### config.mk
export PLATFORM = sky130hd
export DESIGN_NAME = fx_update_sequencer
export DESIGN_NICKNAME = d
export VERILOG_FILES = /design/src/rtl/fx_update_sequencer.sv
export SDC_FILE = /design/constraint.sdc
export NUM_CORES = 1
export LEC_CHECK = 0
export BUFFER_PORTS_ARGS = -buffer_cell sky130_fd_sc_hd__buf_2
export CORE_UTILIZATION = 45
export CTS_CLUSTER_DIAMETER = 150
export DETAILED_ROUTE_END_ITERATION = 6
export GPL_TIMING_DRIVEN = 0
export PLACE_DENSITY = 0.59
export SYNTH_ARGS = -nofsm -noshare
export SYNTH_HDL_FRONTEND = slang
export SYNTH_SLANG_ARGS = --single-unit
### constraint.sdc
create_clock -name clk -period 5.6 [get_ports clk]
set_input_delay 0.28 -clock clk [delete_from_list [all_inputs] [get_ports clk]]
set_output_delay 0.28 -clock clk [all_outputs]
set_load 0.02 [all_outputs]
### src/rtl/fx_update_sequencer.sv
// Purpose : queue host rate-edge updates and issue them one at a time to the arbitrage Container.
// Latency : an addr-1 write at edge N into an empty queue in IDLE is issued during cycle N+1..N+2.
// Backpr. : a full queue drops new entries and sets sticky overflow; the Container paces issue via container_done.
//
// Optional macro FX_COALESCE_EN: an enqueue whose (src,dst) matches a queued, not-yet-issuing
// entry overwrites that entry's weight in place instead of appending.
//
// Ports: Avalon-MM slave (chipselect/write/read/address/writedata/readdata),
//        Container side (u_src/u_dst/u_e/container_reset/container_done), busy status.
module fx_update_sequencer #(
    parameter int PRED_W   = 6,
    parameter int WEIGHT_W = 32,
    parameter int DEPTH    = 8
) (
    input  logic                clk,
    input  logic                reset_n,
    input  logic                chipselect,
    input  logic                write,
    input  logic                read,
    input  logic [2:0]          address,
    input  logic [WEIGHT_W-1:0] writedata,
    output logic [31:0]         readdata,
    output logic [PRED_W-1:0]   u_src,
    output logic [PRED_W-1:0]   u_dst,
    output logic [WEIGHT_W-1:0] u_e,
    output logic                container_reset,
    input  logic                container_done,
    output logic                busy
);

    localparam int AW = $clog2(DEPTH);
    localparam int CW = AW + 1;

    typedef struct packed {
        logic [PRED_W-1:0]   src;
        logic [PRED_W-1:0]   dst;
        logic [WEIGHT_W-1:0] w;
    } entry_t;

    typedef enum logic [1:0] {ST_IDLE, ST_ISSUE, ST_WAIT} state_t;

    state_t            state_q, state_d;
    entry_t            mem_q [DEPTH];
    entry_t            mem_d [DEPTH];
    logic [AW-1:0]     wr_ptr_q, wr_ptr_d;
    logic [AW-1:0]     rd_ptr_q, rd_ptr_d;
    logic [CW-1:0]     count_q, count_d;
    logic              ovf_q, ovf_d;
    logic [PRED_W-1:0] stg_src_q, stg_src_d;
    logic [PRED_W-1:0] stg_dst_q, stg_dst_d;
    entry_t            u_q, u_d;

    logic   host_wr, enq, flush, ovf_clr, pop, full, do_push;
    entry_t head, new_entry;
`ifdef FX_COALESCE_EN
    logic          hit;
    logic [AW-1:0] hit_idx, scan_idx;
`endif

    assign host_wr   = chipselect && write;
    assign enq       = host_wr && (address == 3'd1);
    assign flush     = host_wr && (address == 3'd2) && writedata[1];
    assign ovf_clr   = host_wr && (address == 3'd2) && writedata[0];
    // The head always leaves the queue on the single ISSUE cycle.
    assign pop       = (state_q == ST_ISSUE);
    assign full      = (count_q == CW'(DEPTH));
    assign head      = mem_q[rd_ptr_q];
    assign new_entry = '{src: stg_src_q, dst: stg_dst_q, w: writedata};

    always_comb begin
        state_d   = state_q;
        mem_d     = mem_q;
        wr_ptr_d  = wr_ptr_q;
        rd_ptr_d  = rd_ptr_q;
        count_d   = count_q;
        ovf_d     = ovf_q;
        stg_src_d = stg_src_q;
        stg_dst_d = stg_dst_q;
        u_d       = u_q;
        do_push   = 1'b0;

        if (host_wr && (address == 3'd0)) begin
            stg_src_d = writedata[2*PRED_W-1:PRED_W];
            stg_dst_d = writedata[PRED_W-1:0];
        end

`ifdef FX_COALESCE_EN
        // Youngest match wins: later indices overwrite earlier hits. The head
        // is excluded while it is being issued because its data is leaving.
        hit      = 1'b0;
        hit_idx  = '0;
        scan_idx = '0;
        for (int i = 0; i < DEPTH; i++) begin
            scan_idx = rd_ptr_q + AW'(i);
            if ((CW'(i) < count_q) && !((i == 0) && (state_q == ST_ISSUE)) &&
                (mem_q[scan_idx].src == stg_src_q) && (mem_q[scan_idx].dst == stg_dst_q)) begin
                hit     = 1'b1;
                hit_idx = scan_idx;
            end
        end
`endif

        if (flush) begin
            // Drops every queued entry; an in-flight update is held in u_q, not the queue.
            count_d  = '0;
            rd_ptr_d = wr_ptr_q;
        end else begin
            if (enq) begin
`ifdef FX_COALESCE_EN
                if (hit) begin
                    mem_d[hit_idx].w = writedata;
                end else if (!full || pop) begin
                    do_push = 1'b1;
                end else begin
                    ovf_d = 1'b1;
                end
`else
                if (!full || pop) begin
                    do_push = 1'b1;
                end else begin
                    ovf_d = 1'b1;
                end
`endif
            end
            // When full with a pop, the write slot equals the head slot; the head
            // has already been captured into u_q at this same edge.
            if (do_push) begin
                mem_d[wr_ptr_q] = new_entry;
                wr_ptr_d        = wr_ptr_q + 1'b1;
            end
            if (pop) begin
                rd_ptr_d = rd_ptr_q + 1'b1;
            end
            count_d = count_q + CW'(do_push) - CW'(pop);
        end

        if (ovf_clr) begin
            ovf_d = 1'b0;
        end

        case (state_q)
            ST_IDLE: begin
                // A flush landing on the same edge empties the queue, so do not issue.
                if ((count_q != '0) && !flush) begin
                    state_d = ST_ISSUE;
                end
            end
            ST_ISSUE: begin
                u_d     = head;
                state_d = ST_WAIT;
            end
            ST_WAIT: begin
                if (container_done) begin
                    state_d = ST_IDLE;
                end
            end
            default: state_d = ST_IDLE;
        endcase
    end

    always_ff @(posedge clk or negedge reset_n) begin
        if (!reset_n) begin
            state_q   <= ST_IDLE;
            wr_ptr_q  <= '0;
            rd_ptr_q  <= '0;
            count_q   <= '0;
            ovf_q     <= 1'b0;
            stg_src_q <= '0;
            stg_dst_q <= '0;
            u_q       <= '0;
            for (int i = 0; i < DEPTH; i++) begin
                mem_q[i] <= '0;
            end
        end else begin
            state_q   <= state_d;
            wr_ptr_q  <= wr_ptr_d;
            rd_ptr_q  <= rd_ptr_d;
            count_q   <= count_d;
            ovf_q     <= ovf_d;
            stg_src_q <= stg_src_d;
            stg_dst_q <= stg_dst_d;
            u_q       <= u_d;
            for (int i = 0; i < DEPTH; i++) begin
                mem_q[i] <= mem_d[i];
            end
        end
    end

    assign busy            = (state_q != ST_IDLE);
    assign container_reset = (state_q == ST_ISSUE);
    // The head is stable during ISSUE, so it drives the Container directly then.
    assign u_src = (state_q == ST_ISSUE) ? head.src : u_q.src;
    assign u_dst = (state_q == ST_ISSUE) ? head.dst : u_q.dst;
    assign u_e   = (state_q == ST_ISSUE) ? head.w   : u_q.w;

    assign readdata = (chipselect && read && (address == 3'd3)) ?
                      {ovf_q, busy, {(32-2-CW){1'b0}}, count_q} : 32'd0;

endmodule

After elaboration in Yosys (flattened, before gate mapping) --
Cells that the tools add are included.
Storage, ports and cells: output and inout port bits 78, register bits after elaboration 421, latch bits 0, logic and storage cells 99, memories kept 0, memory bits (writable) 0, input port bits 41, memory bits (read-only) 0
Cells by class: divide/modulo/power cells 0, multiply operators 0, shifts and indexed selects 0, $lt $le $gt $ge 3, reductions and logical operators 22, multiplexer cells 23, $add $sub $neg 4, bitwise operators 3, eq/ne operators 10
Operator list (number):
- $bwmux 352 | 1
- $bmux 44 s3 | 1
- $demux 44 s3 | 1
- $mux 44 | 3
- $mux 32 | 2
- $mux 6 | 2
- $logic_and 1x1->1 | 10
- $ge 4x4->1 const B | 2
- $not 3->4 | 2
- $mux 1 | 7
- $add 3x1->3 const B | 2
- $eq 3x2->1 const B | 2
- $mux 3 | 2
- $ne 2x2->1 const B | 3
- $pmux 2 s3 | 1
- $reduce_bool 2->1 | 3
- $add 4x1->4 | 1
- $eq 4x4->1 const B | 1
- $lt 4x1->1 const B | 1
- $mux 2 | 2
- $mux 4 | 1
- $reduce_and 2->1 | 2
- $reduce_bool 4->1 | 1
- $sub 4x1->4 | 1
- other kinds (10) | 11

Longest topological paths before layout --
word-level depth 9, gate-level depth with buffers 11, depth with buffers taken out 10

Worst setup path before layout --
OpenSTA, ideal clock, no wires.
kind register to register, from register count_q[2], to register count_q[2], path buffers 0, path slack 3177 ps, stages on the path, launching flop included 10, clock period less this slack 2423 ps, data arrival time 2293 ps, data required time 5469 ps, setup time 131 ps, cell sequence dfrtp_1 > inv_1 > ha_1 > or3b_2 > o211ai_4 > o21ai_0 > ha_1 > fa_1 > xnor2_1 > nor2_1
Between the ends: cells in the longest elaborated chain, start to end 9
RTL lines:
- start, declared | RTL line 47 | logic [CW-1:0] count_q, count_d;
- start signal, assigned | RTL line 178 | count_q <= count_d;
- $eq 4x4->1 | RTL line 66 | assign full = (count_q == CW'(DEPTH));
- $logic_not 1->1 | RTL line 118 | if (!full || pop) begin
- $logic_or 1x1->1 | RTL line 118
- $mux 1 | RTL line 118
- $mux 1 | RTL line 108 | if (enq) begin
- $mux 1 | RTL line 103 | if (flush) begin
- $add 4x1->4 * | RTL line 134 | count_d = count_q + CW'(do_push) - CW'(pop);
- $sub 4x1->4 * | RTL line 134
- $mux 4 * | RTL line 103
- named net count_d[2] | RTL line 47
The timed path passes the listed nets; every way through them passes the cells marked *. The select of a mux whose other input is x is not followed. A chain may end at the register's enable or synchronous reset.

Worst setup path after layout --
from register rd_ptr_q[0], to output port u_e[28]
Between the ends: cells in the longest elaborated chain, start to end 5
RTL lines:
- start, declared | RTL line 46 | logic [AW-1:0] rd_ptr_q, rd_ptr_d;
- start signal, assigned | RTL line 177 | rd_ptr_q <= rd_ptr_d;
- $not 3->4 (not written as such) | RTL line 67 | assign head = mem_q[rd_ptr_q];
- $bmux 44 s3 | RTL line 67
- $mux 44 (not written as such) (2 in a row) | RTL line 67
- $mux 32 | RTL line 194 | assign u_e = (state_q == ST_ISSUE) ? head.w : u_q.w;
- end, declared | RTL line 25 | output logic [WEIGHT_W-1:0] u_e,
Every way passes these cells. The select of a mux whose other input is x is not followed.

==> flow_summary.json <==
{
  "finalWorstSetupSlack_ps": 1980,
  "grt_overflow": 0,
  "place_congestion": 0.769,
  "vias_per_cell": 5.46,
  "track_usage_pct": 23.3,
  "critPathBufInv": 4,
  "antenna_found_initial": 4,
  "synth.cell_area_um2": 19100,
  "vias": 11601,
  "fin_total_pwr_mw": 10.7,
  "fmax_mhz": 276,
  "hold_path_depth": 2,
  "p_sw_mw": 3.79,
  "cts_setup_buffers": 0,
  "first_pass_iters": 5,
  "ys_ff_latch": 421,
  "wl_per_cell_um": 23.0,
  "path_cells": "clkbuf_1 > clkbuf_1 > buf_2 > mux2i_1 > a22oi_1 > nand3_1 > nand2_1 > buf_2",
  "drv_cap": 0,
  "setup_viol": 0,
  "fin_util_pct": 52.6,
  "final_cell_mix": "dfrtp_1 (421), mux2_2 (318), mux2i_1 (177)",
  "initial_core_util_pct": 45.6,
  "power_frac_clock_pct": 29.4,
  "hold_slack_ps": 46.7,
  "syn_avg_cell_area_um2": 13.8,
  "seq_area_frac_synth_pct": 55.2,
  "layout_commonest_cell": "dfrtp_1",
  "grt_max_degree": 122,
  "crit_start": "rd_ptr_q[0]",
  "setup.worst_path.class": "register to output pin",
  "power_leakage_nw": 11.2,
  "crit_path_end_kind": "output pin",
  "placement.io_buffers": 91,
  "cts_buffer_depth": 3,
  "critPathMaxFanout": 10,
  "maxSlewViolCount": 0,
  "max_stage_delay_ps": 790,
  "switching_share_pct": 35.3,
  "start_kind": "register",
  "hold_path_end": "mem_q[105]",
  "die_w_um": 208,
  "cts.root.buffer_cell": "clkbuf_16",
  "dp_hpwl_um": 31800,
  "ys.warnings.count": 0,
  "clock-sinks": 421,
  "min_path_type": "primary input to register",
  "post-place-ws_ps": 2560,
  "final_cells": 2125,
  "grt_pass1_vias": 12039,
  "finalCritPeriodShare_pct": 64.7,
  "cts_hold_buffers": 2,
  "synthArstFlopShare_pct": 100,
  "hold_path.startpoint": "writedata[17]",
  "drc_errors": 0,
  "seqPwrFrac_pct": 36.8,
  "synthCells": 1379,
  "placed_cells": 2037,
  "cts.htree.levels": 2,
  "area_delta_synth_final_pct": 15.3,
  "die_h_um": 208,
  "r2r-start": "count_q[2]",
  "powerDensity_nw_per_um2": 488,
  "rows": 75,
  "die_area_um2": 43200,
  "hold_violations": 0,
  "status": "completed",
  "required_ps": 5320,
  "drive_above_1_share_pct": 38.0,
  "wl_um": 49000,
  "synth-main-ff-cell": "dfrtp_1",
  "final_nets": 1598,
  "tritoncts": "yes",
  "clk_pin_slew_worst_paths_ps": 60,
  "cp_slowest_cell": "clkbuf_1",
  "slew-limit-headroom_pct": 22.7,
  "skew_ps": 10.6,
  "worstPathArrival_ps": 3340,
  "ir_worst_vdd_mv": 0.235,
  "tightest_slew_ps": 1160,
  "combPwrFrac_pct": 33.9,
  "synth_cell_type_count": 43,
  "clk_latency_ps": 570,
  "core-area_um2": 41900,
  "rsz0062_at_grt": "no",
  "cts_resized": 0,
  "critPathTopFamily": "buffers and inverters",
  "grt_first_pass_wirelength_um": 75700,
  "reg2reg_depth": 7,
  "power.internal_mw": 6.94,
  "pin_count": 119,
  "numCtsBuffers": 47,
  "drt_iter0_drc": 644,
  "ant_nets": 0,
  "ff2ff_setup_slack_ps": 2800,
  "synth_edf_count": 0,
  "reg2reg_to": "mem_q[202]",
  "layout_min_cycle_time_ps": 3620
}
-- sequential cells by signal (all words and copies together), names as in the netlist --
signal,cells
state_q,2
wr_ptr_q,3
rd_ptr_q,3
mem_q,352
stg_src_q,6
count_q,4
u_q,44
stg_dst_q,6
ovf_q,1
-- power groups by stage --
stage	Clock (mW)	Combinational [mW]	Sequential (mW)
floorplan	0	2.45	3.88
global placement	0	3.61	3.97
detailed placement	0	3.66	3.99
CTS	3.22	3.67	3.94
global route	3.35	3.92	4.01
finish	3.15	3.63	3.95
-- routing by layer --
layer | part of all wire, % | GRT usage, % | wire [µm] | vias up
met1 | 47 | 33.5 | 23000 | 6056
met2 | 46 | 35.9 | 22700 | 223
met4 | 2.7 | 8.25 | 1320 | 4
met5 | 0.063 | 0 | 31 | -
li1 | - | - | - | 5239
met3 | 3.9 | 3.52 | 1910 | 79
-- synth_stat cells, types with 4 or more instances --
cell	count	area share, %
buf_2	29	0.76
mux2i_1	177	9.3
mux2_1	7	0.41
o21ai_0	6	0.16
and2_1	8	0.26
buf_1	12	0.24
clkbuf_1	37	0.73
buf_6	6	0.35
xnor2_1	4	0.18
buf_12	4	0.42
nor2_1	6	0.12
mux2_2	318	19
buf_4	27	1.1
nand2_1	96	1.9
ha_1	7	0.46
a22oi_1	88	3.5
nand3_1	46	1.2
mux2_4	40	3.1
inv_1	7	0.14
nor2b_1	4	0.13
dfrtp_1	421	55
-- worst max-delay path by stage --
stage,end,slack [ps],depth (start not counted)
CTS,u_e[26],1940,8
global route,u_src[0],1800,8
floorplan,count_q[2],3180,9
global placement,mem_q[58],-4220,1
detailed placement,u_e[26],2560,8
finish,u_e[28],1980,8
-- kinds of logic (layout without fill, tap and decap cells) --
kind of cell               after synthesis  count (layout)  synth area share (%)
buffers and inverters                  123             303                  3.74
adders and majority gates                8               8                 0.564
other                                    1              28                0.0197
muxes                                  542             542                  31.6
xor gates and xnor gates                 6               6                 0.275
AOI/OAI and AO/OA                       99              99                  3.86
DFF                                    421             421                  55.2
and+or+nand+nor                        179             179                  4.71
-- cell type report --
class,count,area [µm²]
fill,3650,19900
sequential,421,10500
multi-input combinational,860,7930
clock buffer,73,1420
buffer,115,679
tap,539,674
timing repair buffer,96,568
clock inverter,11,158
inverter,8,35.0
antenna,2,5.00
-- stage by stage --
stage / setup TNS, ps / area, µm²
after global placement: -1755200 / 20300
after detailed placement: 0 / 20400
after global routing: 0 / 22000
final: 0 / 22000
after floorplan: 0 / 19200
after CTS: 0 / 22000
(Power assumes the default switching activity.)
